--- src/rtl/sme_job_buffer.sv ---
// Double-buffered string/pattern job loader with valid/ready output and overflow tracking.
// Define SME_CLEAR_ON_LOAD_EN to zero a bank's data on the first write of each job.
module sme_job_buffer #(
  parameter int unsigned DATA_W    = 8,
  parameter int unsigned STR_DEPTH = 32,
  parameter int unsigned PAT_DEPTH = 8,
  localparam int unsigned SL_W     = $clog2(STR_DEPTH + 1),
  localparam int unsigned PL_W     = $clog2(PAT_DEPTH + 1)
) (
  input  logic                        clk,
  input  logic                        reset,
  input  logic [DATA_W-1:0]           w_data,
  input  logic                        write,
  input  logic                        w_sel,
  output logic                        w_ready,
  output logic                        out_valid,
  input  logic                        out_ready,
  output logic [STR_DEPTH*DATA_W-1:0] out_str,
  output logic [PAT_DEPTH*DATA_W-1:0] out_pat,
  output logic [SL_W-1:0]             out_str_len,
  output logic [PL_W-1:0]             out_pat_len,
  output logic                        out_ovf
);

  localparam int unsigned SI_W = $clog2(STR_DEPTH);
  localparam int unsigned PI_W = $clog2(PAT_DEPTH);
  localparam logic [SL_W-1:0] STR_MAX = SL_W'(STR_DEPTH);
  localparam logic [PL_W-1:0] PAT_MAX = PL_W'(PAT_DEPTH);

  localparam logic [1:0] ST_FREE    = 2'd0;
  localparam logic [1:0] ST_LOADING = 2'd1;
  localparam logic [1:0] ST_FULL    = 2'd2;

  logic [STR_DEPTH*DATA_W-1:0] str_q     [2];
  logic [PAT_DEPTH*DATA_W-1:0] pat_q     [2];
  logic [SL_W-1:0]             str_cnt_q [2];
  logic [PL_W-1:0]             pat_cnt_q [2];
  logic                        ovf_q     [2];
  logic [1:0]                  state_q   [2];
  logic                        wr_bank_q;
  logic                        rd_bank_q;

  logic [1:0]      wr_state;
  logic [1:0]      rd_state;
  logic            accept;
  logic            commit;
  logic            rel_job;
  logic            first_wr;
  logic [SL_W-1:0] cur_str_cnt;
  logic [PL_W-1:0] cur_pat_cnt;
  logic            cur_ovf;
  logic [SL_W-1:0] str_cnt_d;
  logic [PL_W-1:0] pat_cnt_d;
  logic            ovf_d;
  logic            str_wr;
  logic            pat_wr;
  logic [SI_W-1:0] str_idx;
  logic [PI_W-1:0] pat_idx;

  always_comb begin
    wr_state  = state_q[wr_bank_q];
    rd_state  = state_q[rd_bank_q];
    w_ready   = (wr_state != ST_FULL);
    out_valid = (rd_state == ST_FULL);
    accept    = write && w_ready;
    commit    = !write && (wr_state == ST_LOADING);
    rel_job   = out_valid && out_ready;
    first_wr  = (wr_state == ST_FREE);

    // A FREE bank starts a fresh job: its stale counts and flag are ignored.
    cur_str_cnt = first_wr ? '0 : str_cnt_q[wr_bank_q];
    cur_pat_cnt = first_wr ? '0 : pat_cnt_q[wr_bank_q];
    cur_ovf     = first_wr ? 1'b0 : ovf_q[wr_bank_q];

    str_cnt_d = cur_str_cnt;
    pat_cnt_d = cur_pat_cnt;
    ovf_d     = cur_ovf;
    str_wr    = 1'b0;
    pat_wr    = 1'b0;
    if (!w_sel) begin
      if (cur_str_cnt == STR_MAX) begin
        ovf_d = 1'b1;
      end else begin
        str_cnt_d = cur_str_cnt + SL_W'(1);
        str_wr    = 1'b1;
      end
    end else begin
      if (cur_pat_cnt == PAT_MAX) begin
        ovf_d = 1'b1;
      end else begin
        pat_cnt_d = cur_pat_cnt + PL_W'(1);
        pat_wr    = 1'b1;
      end
    end
    str_idx = cur_str_cnt[SI_W-1:0];
    pat_idx = cur_pat_cnt[PI_W-1:0];
  end

  always_comb begin
    out_str     = str_q[rd_bank_q];
    out_pat     = pat_q[rd_bank_q];
    out_str_len = str_cnt_q[rd_bank_q];
    out_pat_len = pat_cnt_q[rd_bank_q];
    out_ovf     = ovf_q[rd_bank_q];
  end

  // Load and release always target different banks, so both may update in one cycle.
  always_ff @(posedge clk) begin
    if (reset) begin
      for (int b = 0; b < 2; b++) begin
        str_q[b]     <= '0;
        pat_q[b]     <= '0;
        str_cnt_q[b] <= '0;
        pat_cnt_q[b] <= '0;
        ovf_q[b]     <= 1'b0;
        state_q[b]   <= ST_FREE;
      end
      wr_bank_q <= 1'b0;
      rd_bank_q <= 1'b0;
    end else begin
      if (accept) begin
        if (first_wr) begin
          state_q[wr_bank_q] <= ST_LOADING;
`ifdef SME_CLEAR_ON_LOAD_EN
          str_q[wr_bank_q] <= '0;
          pat_q[wr_bank_q] <= '0;
`endif
        end
        str_cnt_q[wr_bank_q] <= str_cnt_d;
        pat_cnt_q[wr_bank_q] <= pat_cnt_d;
        ovf_q[wr_bank_q]     <= ovf_d;
        if (str_wr) begin
          str_q[wr_bank_q][str_idx*DATA_W +: DATA_W] <= w_data;
        end
        if (pat_wr) begin
          pat_q[wr_bank_q][pat_idx*DATA_W +: DATA_W] <= w_data;
        end
      end
      if (commit) begin
        state_q[wr_bank_q] <= ST_FULL;
        wr_bank_q          <= ~wr_bank_q;
      end
      if (rel_job) begin
        state_q[rd_bank_q] <= ST_FREE;
        rd_bank_q          <= ~rd_bank_q;
      end
    end
  end

endmodule

--- config.mk ---
export PLATFORM = sky130hd
export DESIGN_NAME = sme_job_buffer
export DESIGN_NICKNAME = d
export VERILOG_FILES = /design/src/rtl/sme_job_buffer.sv
export SDC_FILE = /design/constraint.sdc
export NUM_CORES = 1
export LEC_CHECK = 0
export CAP_MARGIN = 15
export CORE_ASPECT_RATIO = 0.8
export CORE_MARGIN = 10
export CORE_UTILIZATION = 38
export DETAILED_ROUTE_END_ITERATION = 16
export HOLD_SLACK_MARGIN = 0.03
export PLACE_DENSITY = 0.68
export SYNTH_ARGS = -nofsm -noshare
export SYNTH_HDL_FRONTEND = slang
export SYNTH_SLANG_ARGS = --single-unit
--- constraint.sdc ---
create_clock -name clk -period 6.15 [get_ports clk]
set_input_delay 1.23 -clock clk [delete_from_list [all_inputs] [get_ports clk]]
set_output_delay 1.23 -clock clk [all_outputs]
set_load 0.02 [all_outputs]
# Word level (Yosys, flattened, before mapping)
# Memory sizes are Yosys's and may differ from the RTL's. A register that Yosys moved wholly into a read port is not among the register bits.
# Cells that the tools add are included.
word_totals:
  ff_bits: 2
  latch_bits: 0
  ramBits: 666
  romBits: 0
  inputBits: 13
  output_inout_bits: 333
  word_cells: 115
  memories: 6
op_classes:
  addsub: 4
  mul: 0
  div_mod_pow: 0
  magnitude_cmp: 0
  eq_ne: 5
  shift: 4
  muxes: 79
  bitwise_logic: 3
  n_reduce_logical: 12
mem_list:
  columns: ["memory", "depth", "word_bits", "rd", "rd_clocked_by_memory_dff", "wr", "line", "rtl"]
  rows:
  - ["str_q", 2, 256, 1, 1, 2, "34", "logic [STR_DEPTH*DATA_W-1:0] str_q [2];"]
  - ["pat_q", 2, 64, 1, 1, 2, "35", "logic [PAT_DEPTH*DATA_W-1:0] pat_q [2];"]
  - ["str_cnt_q", 2, 6, 2, 2, 2, "36", "logic [SL_W-1:0] str_cnt_q [2];"]
  - ["pat_cnt_q", 2, 4, 2, 2, 2, "37", "logic [PL_W-1:0] pat_cnt_q [2];"]
  - ["state_q", 2, 2, 2, 2, 2, "39", "logic [1:0] state_q [2];"]
  - ["ovf_q", 2, 1, 2, 2, 2, "38", "logic ovf_q [2];"]
ops:
  columns: ["cell", "n"]
  rows:
  - ["2-to-1 mux 256 bit", 3]
  - ["OR reduction 256 bit", 1]
  - ["variable shift 8 x 34 -> 256 bit, first input constant", 1]
  - ["variable part select 8 x 34 -> 256 bit", 1]
  - ["2-to-1 mux 64 bit", 3]
  - ["OR reduction 64 bit", 1]
  - ["variable shift 8 x 34 -> 64 bit, first input constant", 1]
  - ["variable part select 8 x 34 -> 64 bit", 1]
  - ["2-to-1 mux 1 bit", 62]
  - ["negation 6 -> 34 bit", 1]
  - ["negation 8 -> 34 bit", 1]
  - ["2-to-1 mux 6 bit", 4]
  - ["2-to-1 mux 4 bit", 4]
  - ["adder 6 x 1 -> 6 bit, second input constant", 1]
  - ["equality test 6 bit, second input constant", 1]
  - ["2-to-1 mux 2 bit", 3]
  - ["OR reduction 6 bit", 1]
  - ["adder 4 x 1 -> 4 bit, second input constant", 1]
  - ["equality test 4 bit, second input constant", 1]
  - ["OR reduction 2 bit", 2]
  - ["OR reduction 4 bit", 1]
  - ["logical AND 1 bit", 3]
  - ["equality test 2 x 1 -> 1 bit, second input constant", 1]
  - ["equality test 2 bit, second input constant", 1]
  - ["6 further kinds", 7]

# Longest topological paths before layout
depth:
  depth_word: 11
  mapped_depth: 18
  ltp_nobuf: 11

# Worst setup path after synthesis
# OpenSTA, ideal clock, no wires.
synth_timing:
  path_type: "reg2reg"
  start: "register with a tool-made name"
  end: "memory str_q[1][16] in the netlist's numbering, enable pin"
  setup_time_ns: 0.384
  t_arrival_ns: 4.202
  required_ns: 5.766
  setup_slack_ns: 1.564
  stages_incl_launch_ff: 18
  n_path_buf: 7
  synth_period_minus_slack_ns: 4.586
  cell_sequence: "dfxtp_1 > buf_4 > buf_2 > buf_2 > mux2i_1 > nor3_1 > inv_1 > ha_1 > buf_1 > a21boi_0 > ha_1 > inv_1 > or4_1 > buf_2 > or3_1 > clkbuf_1 > buf_6 > o21ai_0"
synth_rtl:
  columns: ["item", "line"]
  rows:
  - ["end: declaration", "34"]

==> metrics.txt <==
Period Utilization, post-route=0.9084; # hold bufs at CTS=0; gpl congestion=0.8824; first drt pass iteration count=5; most common cell after layout, fill and taps aside=edfxtp_1; CP required=6380 ps; DP HPWL=63150 um; Filler Cells Inserted=around 6900; PD cells=300.5 mW/mm^2; drt drc=0; pre-CTS WS=between 600 and 700 ps; worst hold path class=register to register; routed vias=20040; most frequent cells in the layout=662 x edfxtp_1, 485 x nor2_1, 338 x clkdlybuf4s50_1, 334 x mux2_2, 91 x nor3_1; global-route wire length before repair=approximately 130000 um; Post-synth EDFFs=662; Via density=about 5.5; outcome=completed; clk sinks=between 600 and 700; CTS buffer count=71; fmax=approximately 180 MHz; IO Pins=346; Die W=334.5 um; Setup Skew=between 30 and 40 ps; # H-tree levels=3; final setup margin=563.1 ps; largest net degree at the start of global routing=about 110; RSZ-0062 raised after global routing=false; Sw Share=0.2592; Hold Fails Final Rpt=0; post-CTS sizing=0; register area share after synthesis=0.6664; final setup violating endpoints=0; setup TNS=0 ps; Placed Cells=3516; HP Start=state_q[0][0]$_SDFFE_PP0P_; fin. max-slew vios=0; Post-Route WL=91450 um; critical path class=register to register; core area=0.07862 sq mm; Gate Count Post-Synth=2267; maximum VDD drop=around 0.00018 V; Async SR Flop Fraction=0; total grt overflow=0; die area=0.09085 sq mm; Layout Cells excl Fill=3651; worst slew pin tran=approximately 1100 ps; Starting Density=0.3825; leak pwr=12.30 nW; initial antenna violation count=1; dominant synthesized flop cell=edfxtp_1; CP Launch Type=register; Max-Cap Viols=0; routed len/inst=25.05 um; clock root cell=clkbuf_16; initial DRC count=2502; row cnt=92; post-synthesis cell area=0.03007 sq mm; sequential power share=0.474; post-CTS setup buffers=0; multi-input logic area=0.009160 sq mm; mean post-synth cell area=13.26 sq um; syn_nets=~2300; All-Layer GR Usage=0.1937; CTS tree=built; Final nets=2579; Hold WS=604.8 ps; #FFs+latches synth=670; Die H=about 270 um; register area=0.02004 sq mm; Critical Path AT=5820 ps; Synth Warn #=0; IO buf count=345; Gate power share=0.135; Synth cell types=61; internal power=8.207 mW; Clock Power Share=0.391; # diodes=0; share of post-route cells with drive strength above 1=0.2167; Slew Limit Headroom=0.2365; Switch Pwr=2.871 mW; Clock Latency Late Sink=roughly 630 ps; vias in the first global route=19840; critical path endpoint category=register; minimum clock period=5587 ps; Routed Antenna Nets=0; worst-path maximum fanout=31; CTS clock-pin slew for the worst setup and hold paths=60 ps; Clock Tree Buf Depth=3; area grow syn2layout=22.58%
-- final timing paths --
kind                                                    end  slack [ps]  cells past startpoint
worst max register to register  str_q[1][107]$_SDFFCE_PN0P_         560                     10
worst max-delay path            str_q[1][107]$_SDFFCE_PN0P_         560                     10
worst min-delay path             state_q[0][0]$_SDFFE_PP0P_         600                      2
worst min register to register   state_q[0][0]$_SDFFE_PP0P_         600                      2
-- logic make-up (layout without fill, tap and decap cells) --
kind of cell,after synthesis,in the layout,synth area share
AND/OR/NAND/NOR,920,920,0.1432
XOR/XNOR,10,10,0.002913
multiplexers,348,348,0.1299
adder cells (fa/ha/maj),6,6,0.002497
flip-flops,670,670,0.6664
buffers and inverters,208,558,0.03096
AO/OA/AOI/OAI,105,105,0.02413
-- stage by stage --
stage	total power [mW]	cell area, sq um	utilization
4_1_cts	11.14	36830	0.4684
3_5_place_dp	6.828	34470	0.4384
2_1_floorplan	6.198	30070	-
3_3_place_gp	6.798	34470	0.4384
6_report	11.08	36860	0.4688
5_1_grt	11.43	36860	0.4688
-- metal layers --
layer,part of all wire,vias to the layer above,track usage
met3,0.093,138,0.04514
met5,0,-,0
li1,-,8924,-
met4,0.025,0,0.05248
met2,0.47,930,0.3112
met1,0.41,10050,0.2609
-- power groups by stage --
| stage | clock [mW] | sequential (mW) | combinational, mW |
|---|---|---|---|
| 2_1_floorplan | 0 | 5.30 | 0.900 |
| 3_3_place_gp | 0 | 5.34 | 1.46 |
| 3_5_place_dp | 0 | 5.34 | 1.48 |
| 4_1_cts | 4.40 | 5.25 | 1.49 |
| 5_1_grt | 4.58 | 5.26 | 1.58 |
| 6_report | 4.33 | 5.25 | 1.49 |
-- worst max-delay path, cell delays in order, from the launching register on --
cell and delay, ps:
dfxtp_1 780, nor3_1 200, nor3_1 550, inv_1 110
ha_1 310, a21boi_0 170, ha_1 390, inv_1 120
or4_1 740, or3_2 840, o21ai_0 960
-- final cells by class --
class / count / share of cell area
clock buffers: 86 / 0.05085
clock inverters: 44 / 0.01310
inverters: 17 / 0.001731
multi-input cells: 1389 / 0.2485
flip-flops and latches: 670 / 0.5438
well taps: 1034 / 0.03510
repair buffers: 411 / 0.1069
-- synthesized netlist by cell type, drive strengths merged, types with 19 or more instances --
| library cell | count | share of area |
|---|---|---|
| a21o | 22 | 0.0055 |
| clkbuf | 123 | 0.015 |
| o21ai | 39 | 0.0065 |
| nand2 | 32 | 0.0040 |
| nand4 | 19 | 0.0040 |
| mux2 | 334 | 0.13 |
| edfxtp | 662 | 0.66 |
| buf | 68 | 0.013 |
| nand3 | 89 | 0.015 |
| nor3 | 91 | 0.015 |
| nor2 | 485 | 0.061 |
| nor4 | 63 | 0.013 |
| and2 | 53 | 0.011 |
| and3 | 31 | 0.0064 |
-- sequential cells by signal, summed over array words and instances (netlist names), named ones only --
| signal | flops |
|---|---|
| str_q | 512 |
| pat_q | 128 |
| str_cnt_q | 12 |
| pat_cnt_q | 8 |
| state_q | 4 |
| ovf_q | 2 |
| rd_bank_q | 1 |
| wr_bank_q | 1 |
(Power assumes the default switching activity.)
